--- src/rtl/tt_um_perceptron_mac.sv ---
// Serial perceptron: shift-loaded signed weights and bias,
// one saturating multiply-accumulate per cycle, fire bit and clipped sum.
module tt_um_perceptron_mac #(
  parameter int N_IN     = 8,
  parameter int W_BITS   = 4,
  parameter int ACC_BITS = 8
) (
  input  logic       clk,
  input  logic       rst_n,
  input  logic       ena,
  input  logic [7:0] ui_in,
  input  logic [7:0] uio_in,
  output logic [7:0] uo_out,
  output logic [7:0] uio_out,
  output logic [7:0] uio_oe
);

  localparam int IW = (N_IN > 1) ? $clog2(N_IN) : 1;
  localparam int XW = ACC_BITS - W_BITS;

  localparam logic [IW-1:0] LAST = IW'(N_IN - 1);

  localparam logic [ACC_BITS-1:0] R_HI = ACC_BITS'(15);
  localparam logic [ACC_BITS-1:0] R_LO = ACC_BITS'(-16);

  localparam logic [ACC_BITS-1:0] A_MAX =
    {1'b0, {(ACC_BITS-1){1'b1}}};
  localparam logic [ACC_BITS-1:0] A_MIN =
    {1'b1, {(ACC_BITS-1){1'b0}}};

  typedef enum logic [1:0] {
    S_IDLE,
    S_ACCUM,
    S_DONE
  } state_t;

  state_t state;
  state_t state_nx;

  logic [W_BITS-1:0] data;
  logic              wr_w;
  logic              wr_b;
  logic              start;

  assign data  = uio_in[W_BITS-1:0];
  assign wr_w  = uio_in[4];
  assign wr_b  = uio_in[5];
  assign start = uio_in[6];

  logic [W_BITS-1:0]   w [N_IN];
  logic [W_BITS-1:0]   bias;
  logic [N_IN-1:0]     x;
  logic [ACC_BITS-1:0] acc;
  logic [IW-1:0]       idx;

  logic       y;
  logic       valid;
  logic [4:0] result;
  logic       busy;

  logic ld_w;
  logic ld_b;
  logic go;
  logic step;
  logic fin;

  logic [W_BITS-1:0]   w_sel;
  logic                x_sel;
  logic [ACC_BITS-1:0] term;
  logic [ACC_BITS:0]   sum;
  logic [ACC_BITS-1:0] acc_nx;
  logic [ACC_BITS-1:0] bias_ext;
  logic [4:0]          res_nx;
  logic                pos;

  // state register, advances only on enabled edges
  always_ff @(posedge clk or negedge rst_n) begin
    if (!rst_n) begin
      state <= S_IDLE;
    end else if (ena) begin
      state <= state_nx;
    end
  end

  // next state and per-cycle control strobes
  always_comb begin
    state_nx = state;
    ld_w     = 1'b0;
    ld_b     = 1'b0;
    go       = 1'b0;
    step     = 1'b0;
    fin      = 1'b0;
    unique case (state)
      S_IDLE: begin
        ld_w = wr_w;
        ld_b = wr_b;
        go   = start & ~wr_w & ~wr_b;
        if (go) begin
          state_nx = S_ACCUM;
        end
      end
      S_ACCUM: begin
        step = 1'b1;
        if (idx == LAST) begin
          state_nx = S_DONE;
        end
      end
      S_DONE: begin
        fin      = 1'b1;
        state_nx = S_IDLE;
      end
      default: begin
        state_nx = S_IDLE;
      end
    endcase
  end

  // saturating accumulate of the selected weight term
  always_comb begin
    w_sel    = w[idx];
    x_sel    = x[idx];
    term     = '0;
    bias_ext = {{XW{bias[W_BITS-1]}}, bias};
    if (x_sel) begin
      term = {{XW{w_sel[W_BITS-1]}}, w_sel};
    end
    sum = {acc[ACC_BITS-1], acc}
        + {term[ACC_BITS-1], term};
    acc_nx = sum[ACC_BITS-1:0];
    if (sum[ACC_BITS] != sum[ACC_BITS-1]) begin
      acc_nx = sum[ACC_BITS] ? A_MIN : A_MAX;
    end
  end

  // clip to signed 5 bits and decide firing
  always_comb begin
    res_nx = acc[4:0];
    pos    = ~acc[ACC_BITS-1] & (|acc);
    unique case (1'b1)
      ($signed(acc) > $signed(R_HI)): res_nx = 5'b01111;
      ($signed(acc) < $signed(R_LO)): res_nx = 5'b10000;
      default:                        res_nx = acc[4:0];
    endcase
  end

  // weight shift chain and bias, writable only while idle
  always_ff @(posedge clk or negedge rst_n) begin
    if (!rst_n) begin
      for (int i = 0; i < N_IN; i++) begin
        w[i] <= '0;
      end
      bias <= '0;
    end else if (ena) begin
      if (ld_w) begin
        for (int i = 0; i < N_IN - 1; i++) begin
          w[i] <= w[i+1];
        end
        w[N_IN-1] <= data;
      end
      if (ld_b) begin
        bias <= data;
      end
    end
  end

  // input latch, accumulator and term index
  always_ff @(posedge clk or negedge rst_n) begin
    if (!rst_n) begin
      x   <= '0;
      acc <= '0;
      idx <= '0;
    end else if (ena) begin
      unique case (1'b1)
        go: begin
          x   <= ui_in[N_IN-1:0];
          acc <= bias_ext;
          idx <= '0;
        end
        step: begin
          acc <= acc_nx;
          idx <= (idx == LAST) ? '0 : idx + 1'b1;
        end
        default: begin
        end
      endcase
    end
  end

  // result registers and single-cycle valid pulse
  always_ff @(posedge clk or negedge rst_n) begin
    if (!rst_n) begin
      y      <= 1'b0;
      valid  <= 1'b0;
      result <= '0;
    end else if (ena) begin
      valid <= fin;
      if (fin) begin
        y      <= pos;
        result <= res_nx;
      end
    end
  end

  assign busy    = (state != S_IDLE);
  assign uo_out  = {result, busy, valid, y};
  assign uio_out = 8'h00;
  assign uio_oe  = 8'h00;

  logic unused_ok;
  assign unused_ok = &{1'b0, ui_in, uio_in};

endmodule

--- config.mk ---
export PLATFORM = sky130hd
export DESIGN_NAME = tt_um_perceptron_mac
export DESIGN_NICKNAME = d
export VERILOG_FILES = /design/src/rtl/tt_um_perceptron_mac.sv
export SDC_FILE = /design/constraint.sdc
export NUM_CORES = 1
export LEC_CHECK = 0
export CAP_MARGIN = 20
export CORE_AREA = 3 3 101 151
export DETAILED_ROUTE_END_ITERATION = 10
export DIE_AREA = 0 0 104 154
export PLACE_DENSITY = 0.49
export SLEW_MARGIN = 5
export SYNTH_ARGS = -nofsm -noshare
export SYNTH_HDL_FRONTEND = slang
export SYNTH_SLANG_ARGS = --single-unit
export TNS_END_PERCENT = 5
--- constraint.sdc ---
create_clock -name clk -period 3.6 [get_ports clk]
set_clock_uncertainty 0.15 [all_clocks]
set_input_delay 0.72 -clock clk [delete_from_list [all_inputs] [get_ports clk]]
set_output_delay 0.72 -clock clk [all_outputs]
set_load 0.01 [all_outputs]
Word-level counts from Yosys, hierarchy flattened
Cells that the tools add are included.

cells by class
  add/sub/neg operators = 2
  $lt $le $gt $ge = 4
  equality and inequality tests = 6
  muxes and demuxes = 20
  bitwise logic cells = 7
  reductions and logical operators = 10

operator list
  kind                                                                              count
  8-bit 2-to-1 mux                                                                  3
  8-bit case mux with 2 select lines                                                1
  4-bit binary-select mux with 3-bit select                                         1
  5-bit case mux with 2 select lines                                                1
  2-bit AND reduction                                                               5
  8-bit by 8-bit adder with 9-bit output                                            1
  8-bit by 5-bit greater-than comparator with 1-bit output (second input constant)  1
  8-bit by 5-bit < comparator with 1-bit output (second input constant)             1
  4-bit 2-to-1 mux                                                                  2
  8-bit OR reduction                                                                1
  1-bit 2-to-1 mux                                                                  6
  3-bit case mux with 2 select lines                                                1
  4-bit greater-or-equal comparator (second input constant)                         1
  3-bit by 4-bit < comparator with 1-bit output (second input constant)             1
  2-bit 2-to-1 mux                                                                  2
  2-bit != test (second input constant)                                             2
  3-bit NOT with 4-bit output                                                       1
  2-bit case mux with 2 select lines                                                1
  2-bit nonzero test                                                                2
  3-bit by 1-bit adder with 3-bit output (second input constant)                    1
  1-bit bitwise AND                                                                 3
  1-bit binary-select mux with 3-bit select                                         1
  3-bit equality test (second input constant)                                       1
  3-bit 2-to-1 mux                                                                  1
  other kinds (6)                                                                   8

storage, ports and cells
  flip-flop bits (word level) = 64
  output and inout bits = 24
  word-level logic and storage cells = 65

Longest topological paths before layout
Gate-level depths: netlist of the first run.

  depth after elaboration = 9
  mapped depth = 13

Least setup slack after synthesis of the first run
OpenSTA, ideal clock, no wires.

  path kind = reg2reg
  start point = reg idx[0]
  end point = reg acc[5]
  library setup time = 123 ps
  arrival = 3305 ps
  required time = 3327 ps
  setup slack = 22 ps
  cell stages (with the launch flop) = 11
  path buffers = 1
  clock period less this slack = 3578 ps
  cell sequence = dfrtp_1 -> buf_2 -> mux4_2 -> mux2i_1 -> nor2_1 -> ha_1 -> or3b_4 -> o41ai_4 -> a21oi_2 -> maj3_2 -> o221a_1

between the ends
  longest elaborated chain between the ends = 9

RTL lines
  what                                                      RTL line  RTL
  start: declaration                                        54        logic [IW-1:0] idx;
  start signal: assignment                                  181       idx <= (idx == LAST) ? '0 : idx + 1'b1;
  3-bit NOT with 4-bit output (not written as such)         120       w_sel = w[idx];
  4-bit binary-select mux with 3-bit select                 120
  4-bit 2-to-1 mux (not written as such) (2 in series)      120
  8-bit 2-to-1 mux *                                        124       if (x_sel) begin
  8-bit by 8-bit adder with 9-bit output *                  128       + {term[ACC_BITS-1], term};
  8-bit 2-to-1 mux / 1-bit != test (equally long branches)  131, 130
  8-bit 2-to-1 mux *                                        130       if (sum[ACC_BITS] != sum[ACC_BITS-1]) begin
  8-bit case mux with 2 select lines *                      173       unique case (1'b1)
  end signal: assignment                                    176       acc <= bias_ext;
  end signal: assignment                                    180       acc <= acc_nx;
  end: declaration                                          53        logic [ACC_BITS-1:0] acc;

Mark *: on every way between the ends. The rest lies on a longest branch, timed or not. The select of a mux whose other input is x is not followed.
A chain may end at the register's enable or synchronous reset.

Final worst setup path of the first run
Same ends and word-level chain as after synthesis.

==> results.md, run 1 <==
* Status: complete, no violations
* LEAKAGE at 1.77 nW
* Post-synthesis mux area share at 0.224
* Post-synthesis simple-gate area fraction at 0.0815
* Internal power at 2.19 mW
* Slew at the pin with the worst max-slew slack at 0.816 ns
* Clk Latency, worst-skew pair at 0.32 ns
* Buffer depth of the longest clock path at 2
* Reg2reg end: acc[5]
* Clock-pin slew on the worst setup and hold paths at 0.05 ns
* Via count at 2309
* Die height at 154 um
* Netlist Area Pre-Place at 3500 um^2
* Synthesized flop and latch total at 64
* Reg2reg start: idx[0]
* Nets at 360
* Largest family of logic cells by synthesized area: multiplexers
* Synthesized area per cell at 11.8 um^2
* Critical Path Max Stage Delay at 0.52 ns
* Antenna-violating nets left at 0
* Final setup fails at 0
* Depth of the CTS H-tree at 3
* Met3 routed WL at 252 um
* EDFF count, synth at 0
* DRT met1 WL at 2.90 mm
* Max-slew violations at 0
* Reg power frac at 0.342
* Hold Path Depth at 1
* DRT iter0 DRCs at 71
* CTS sink cnt at 64
* # diodes at 0
* Die X at 104 um
* Critical path, cell by cell: mux4_2, mux2i_1, buf_4, nor2_1, ha_1, or3b_4, o41ai_4, a21oi_2, maj3_2, o221a_1
* Synth Area in Compound Gates at 0.109
* CTS Root Cell: clkbuf_16
* Maximum vdd drop at 0.286 mV
* Power per cell area at 774 nW/um^2
* Hold Crit Class: reg -> reg
* Startpoint Class: register
* Worst path arrival time at 3.45 ns
* Seq. cell area at 1600 um^2
* Maximum clock rate at 295 MHz
* Synth warnings at 0
* Final period utilization at 0.941
* Residual DRC at 0
* Gr ovfl total at 0
* RSZ-0062 raised after global routing: true
* Ys flop type: dfrtp_1
* Multi-input logic area at 1720 um^2
* Max-cap viol count at 0
* Place WS at 0.0232 ns
* Share of the synthesized area in the top cell type at 0.457
* Initial antenna violation count at 0
* I/O Buffers at 25
* Peak fanout along the critical path at 6
* Hold path startpoint: x[1]
* Worst setup margin at 0.211 ns
* Detailed Place HPWL at 5.37 mm
* Net switching power at 1.09 mW
* Yosys top cell by area: dfrtp_1
* DR WL met2 at 3.90 mm
* # rows at 53
* Cells on worst reg2reg path at 10
* GP Congestion at 0.805
* Die ar. at 16000 um^2
* Final hold vios at 0
* Slowest CP cell: mux4_2
* Comb pwr share at 0.404
* Critical Path RT at 3.66 ns
* Setup crit end kind: register
* CP Depth at 10
* IO Pins at 43
* Area Overhead vs Synth at 20.9%
* Routed Wire Length at 7.25 mm
* Worst rel slew slack at 0.456
* WP buf/inv at 1
* Asr flop ratio synth at 1.00
* Post-Synth Adder-Cell Area at 0.0447
* Largest net degree at the start of global routing at 65
* Xor/xnor share of the synthesized area at 0.0125
* Netlist cell types at 51
* Initial Util at 0.249
* Core Region at 14100 um^2
* CTS tree: built
* Main area contributors after synthesis: dfrtp_1, mux2_2, mux4_2
* Family with the most delay on the worst path: multiplexers
* Switch share at 0.332
* Crit Path Class: reg -> reg
* Synth Instances at 298
* 1st-pass router iterations at 4
* Top routing layer in use: met4
* Fill count at 1478
* Vias per cell at 4.38
* First-pass GRT wire length at 12.3 mm
* WHS at 0.352 ns
* Share of total power in the clock network at 0.253
* TritonCTS Buffers at 9
* Sequential share of the synthesized area at 0.457
* End point of the worst hold path: x[1]
* Flop2flop setup slack at 0.21 ns
* Minimum clock period at 3.39 ns
* Vias in the first global route at 2435
* Gr usage total at 0.0950
* Layout cells sized above 1 at 0.284
* Routed WL per cell at 13.8 um
==> power groups by stage <==
| stage | registers (mW) | logic (mW) | clock network (mW) |
|---|---|---|---|
| after detailed placement | 1.14 | 1.29 | 0 |
| after global placement | 1.13 | 1.28 | 0 |
| after global routing | 1.16 | 1.48 | 0.888 |
| final | 1.12 | 1.33 | 0.831 |
| after floorplan | 1.07 | 1.01 | 0 |
| after CTS | 1.12 | 1.30 | 0.854 |
==> worst max path at each step <==
| stage | start | endpoint | slack (ns) |
|---|---|---|---|
| finish | idx[0] | acc[5] | 0.21 |
| global route | idx[0] | acc[5] | -0.03 |
| CTS | idx[0] | acc[0] | 0.007 |
| detailed placement | idx[0] | acc[0] | 0.02 |
| global placement | idx[0] | acc[0] | 0.02 |
| floorplan | idx[0] | acc[5] | 0.02 |
==> routing by layer <==
layer  vias to the layer above  track usage
met4                         0       0.0456
met5                         -            0
met2                        42        0.169
met3                        12       0.0231
li1                       1102            -
met1                      1153        0.106
==> layout make-up <==
cell class              count  area share
clock buffers              10      0.0541
clock inverters             6      0.0142
inverters                  10     0.00886
multi-input cells         208       0.407
flip-flops and latches     64       0.378
well taps                 192      0.0567
repair buffers             37      0.0809
==> metrics by stage <==
stage / TNS, ns / total power, mW / instances / cell area [um^2] / util
after floorplan: 0 / 2.08 / 313 / 3560 / -
after global placement: 0 / 2.40 / 510 / 3920 / 0.279
after detailed placement: 0 / 2.42 / 510 / 3920 / 0.279
after CTS: 0 / 3.28 / 526 / 4210 / 0.299
after global routing: -0.0331 / 3.54 / 527 / 4240 / 0.301
final: 0 / 3.28 / 527 / 4240 / 0.301
==> timing repair <==
action                                  4_1_cts  5_1_grt
gates resized for setup                       1        6
hold buffers                                  0        0
buffers inserted                              0        1
pin swaps                                     0        1
endpoints found under the setup margin        1        8
==> cells by family after synthesis <==
| family | Yosys count |
|---|---|
| adder cells (fa/ha/maj) | 12 |
| XOR/XNOR | 5 |
| multiplexers | 60 |
| other | 1 |
| buffers and inverters | 41 |
| AO/OA/AOI/OAI | 54 |
| AND/OR/NAND/NOR | 61 |
| flip-flops | 64 |
==> cell usage in the layout, fill, tap and decap left out, types with 2 or more instances in the layout <==
| master | n |
|---|---|
| dfrtp_1 | 63 |
| mux2_2 | 44 |
| nor2_1 | 24 |
| clkdlybuf4s50_1 | 24 |
| conb_1 | 16 |
| nand2_1 | 14 |
| o21ai_0 | 11 |
| a21oi_1 | 11 |
| buf_4 | 11 |
| inv_1 | 10 |
| mux4_2 | 10 |
| ha_1 | 10 |
| clkbuf_16 | 9 |
| mux2i_1 | 4 |
| nand3_1 | 4 |
| xnor2_1 | 4 |
| nand2b_1 | 3 |
| a21o_1 | 3 |
| nor2b_1 | 3 |
| o21bai_1 | 3 |
| a31oi_1 | 3 |
| nor3_1 | 3 |
| clkinv_2 | 3 |
| nor3b_1 | 2 |
| o21a_1 | 2 |
| a21oi_2 | 2 |
| o21ai_1 | 2 |
| a21o_2 | 2 |
| a311oi_1 | 2 |
| nor4_1 | 2 |
| and3_1 | 2 |
| mux2_1 | 2 |
| clkinvlp_4 | 2 |
==> sequential cells by signal (all words and copies together) (netlist names) <==
register	cells
y	1
idx	3
valid	1
acc	8
x	8
w	32
state	2
result	5
bias	4
==> synthesized netlist by cell type (4+ instances only) <==
| master | number |
|---|---|
| dfrtp_1 | 64 |
| mux2_2 | 44 |
| nor2_1 | 24 |
| buf_4 | 19 |
| nand2_1 | 14 |
| a21oi_1 | 12 |
| o21ai_0 | 12 |
| ha_1 | 10 |
| inv_1 | 10 |
| mux4_2 | 10 |
| clkbuf_1 | 6 |
| buf_2 | 4 |
| mux2i_1 | 4 |
| nand3_1 | 4 |
| nor2b_1 | 4 |
| xnor2_1 | 4 |
Power figures use the tool's default switching activity.
==> inputs of run 2 (changes only) <==
--- a/config.mk
+++ b/config.mk
@@ -10,6 +10,7 @@
 export DETAILED_ROUTE_END_ITERATION = 10
 export DIE_AREA = 0 0 104 154
 export PLACE_DENSITY = 0.49
+export SKIP_CTS_REPAIR_TIMING = 1
 export SLEW_MARGIN = 5
 export SYNTH_ARGS = -nofsm -noshare
 export SYNTH_HDL_FRONTEND = slang
==> results of run 2 <==
The final DEF is identical to that of run 1; final timing and power are the same.
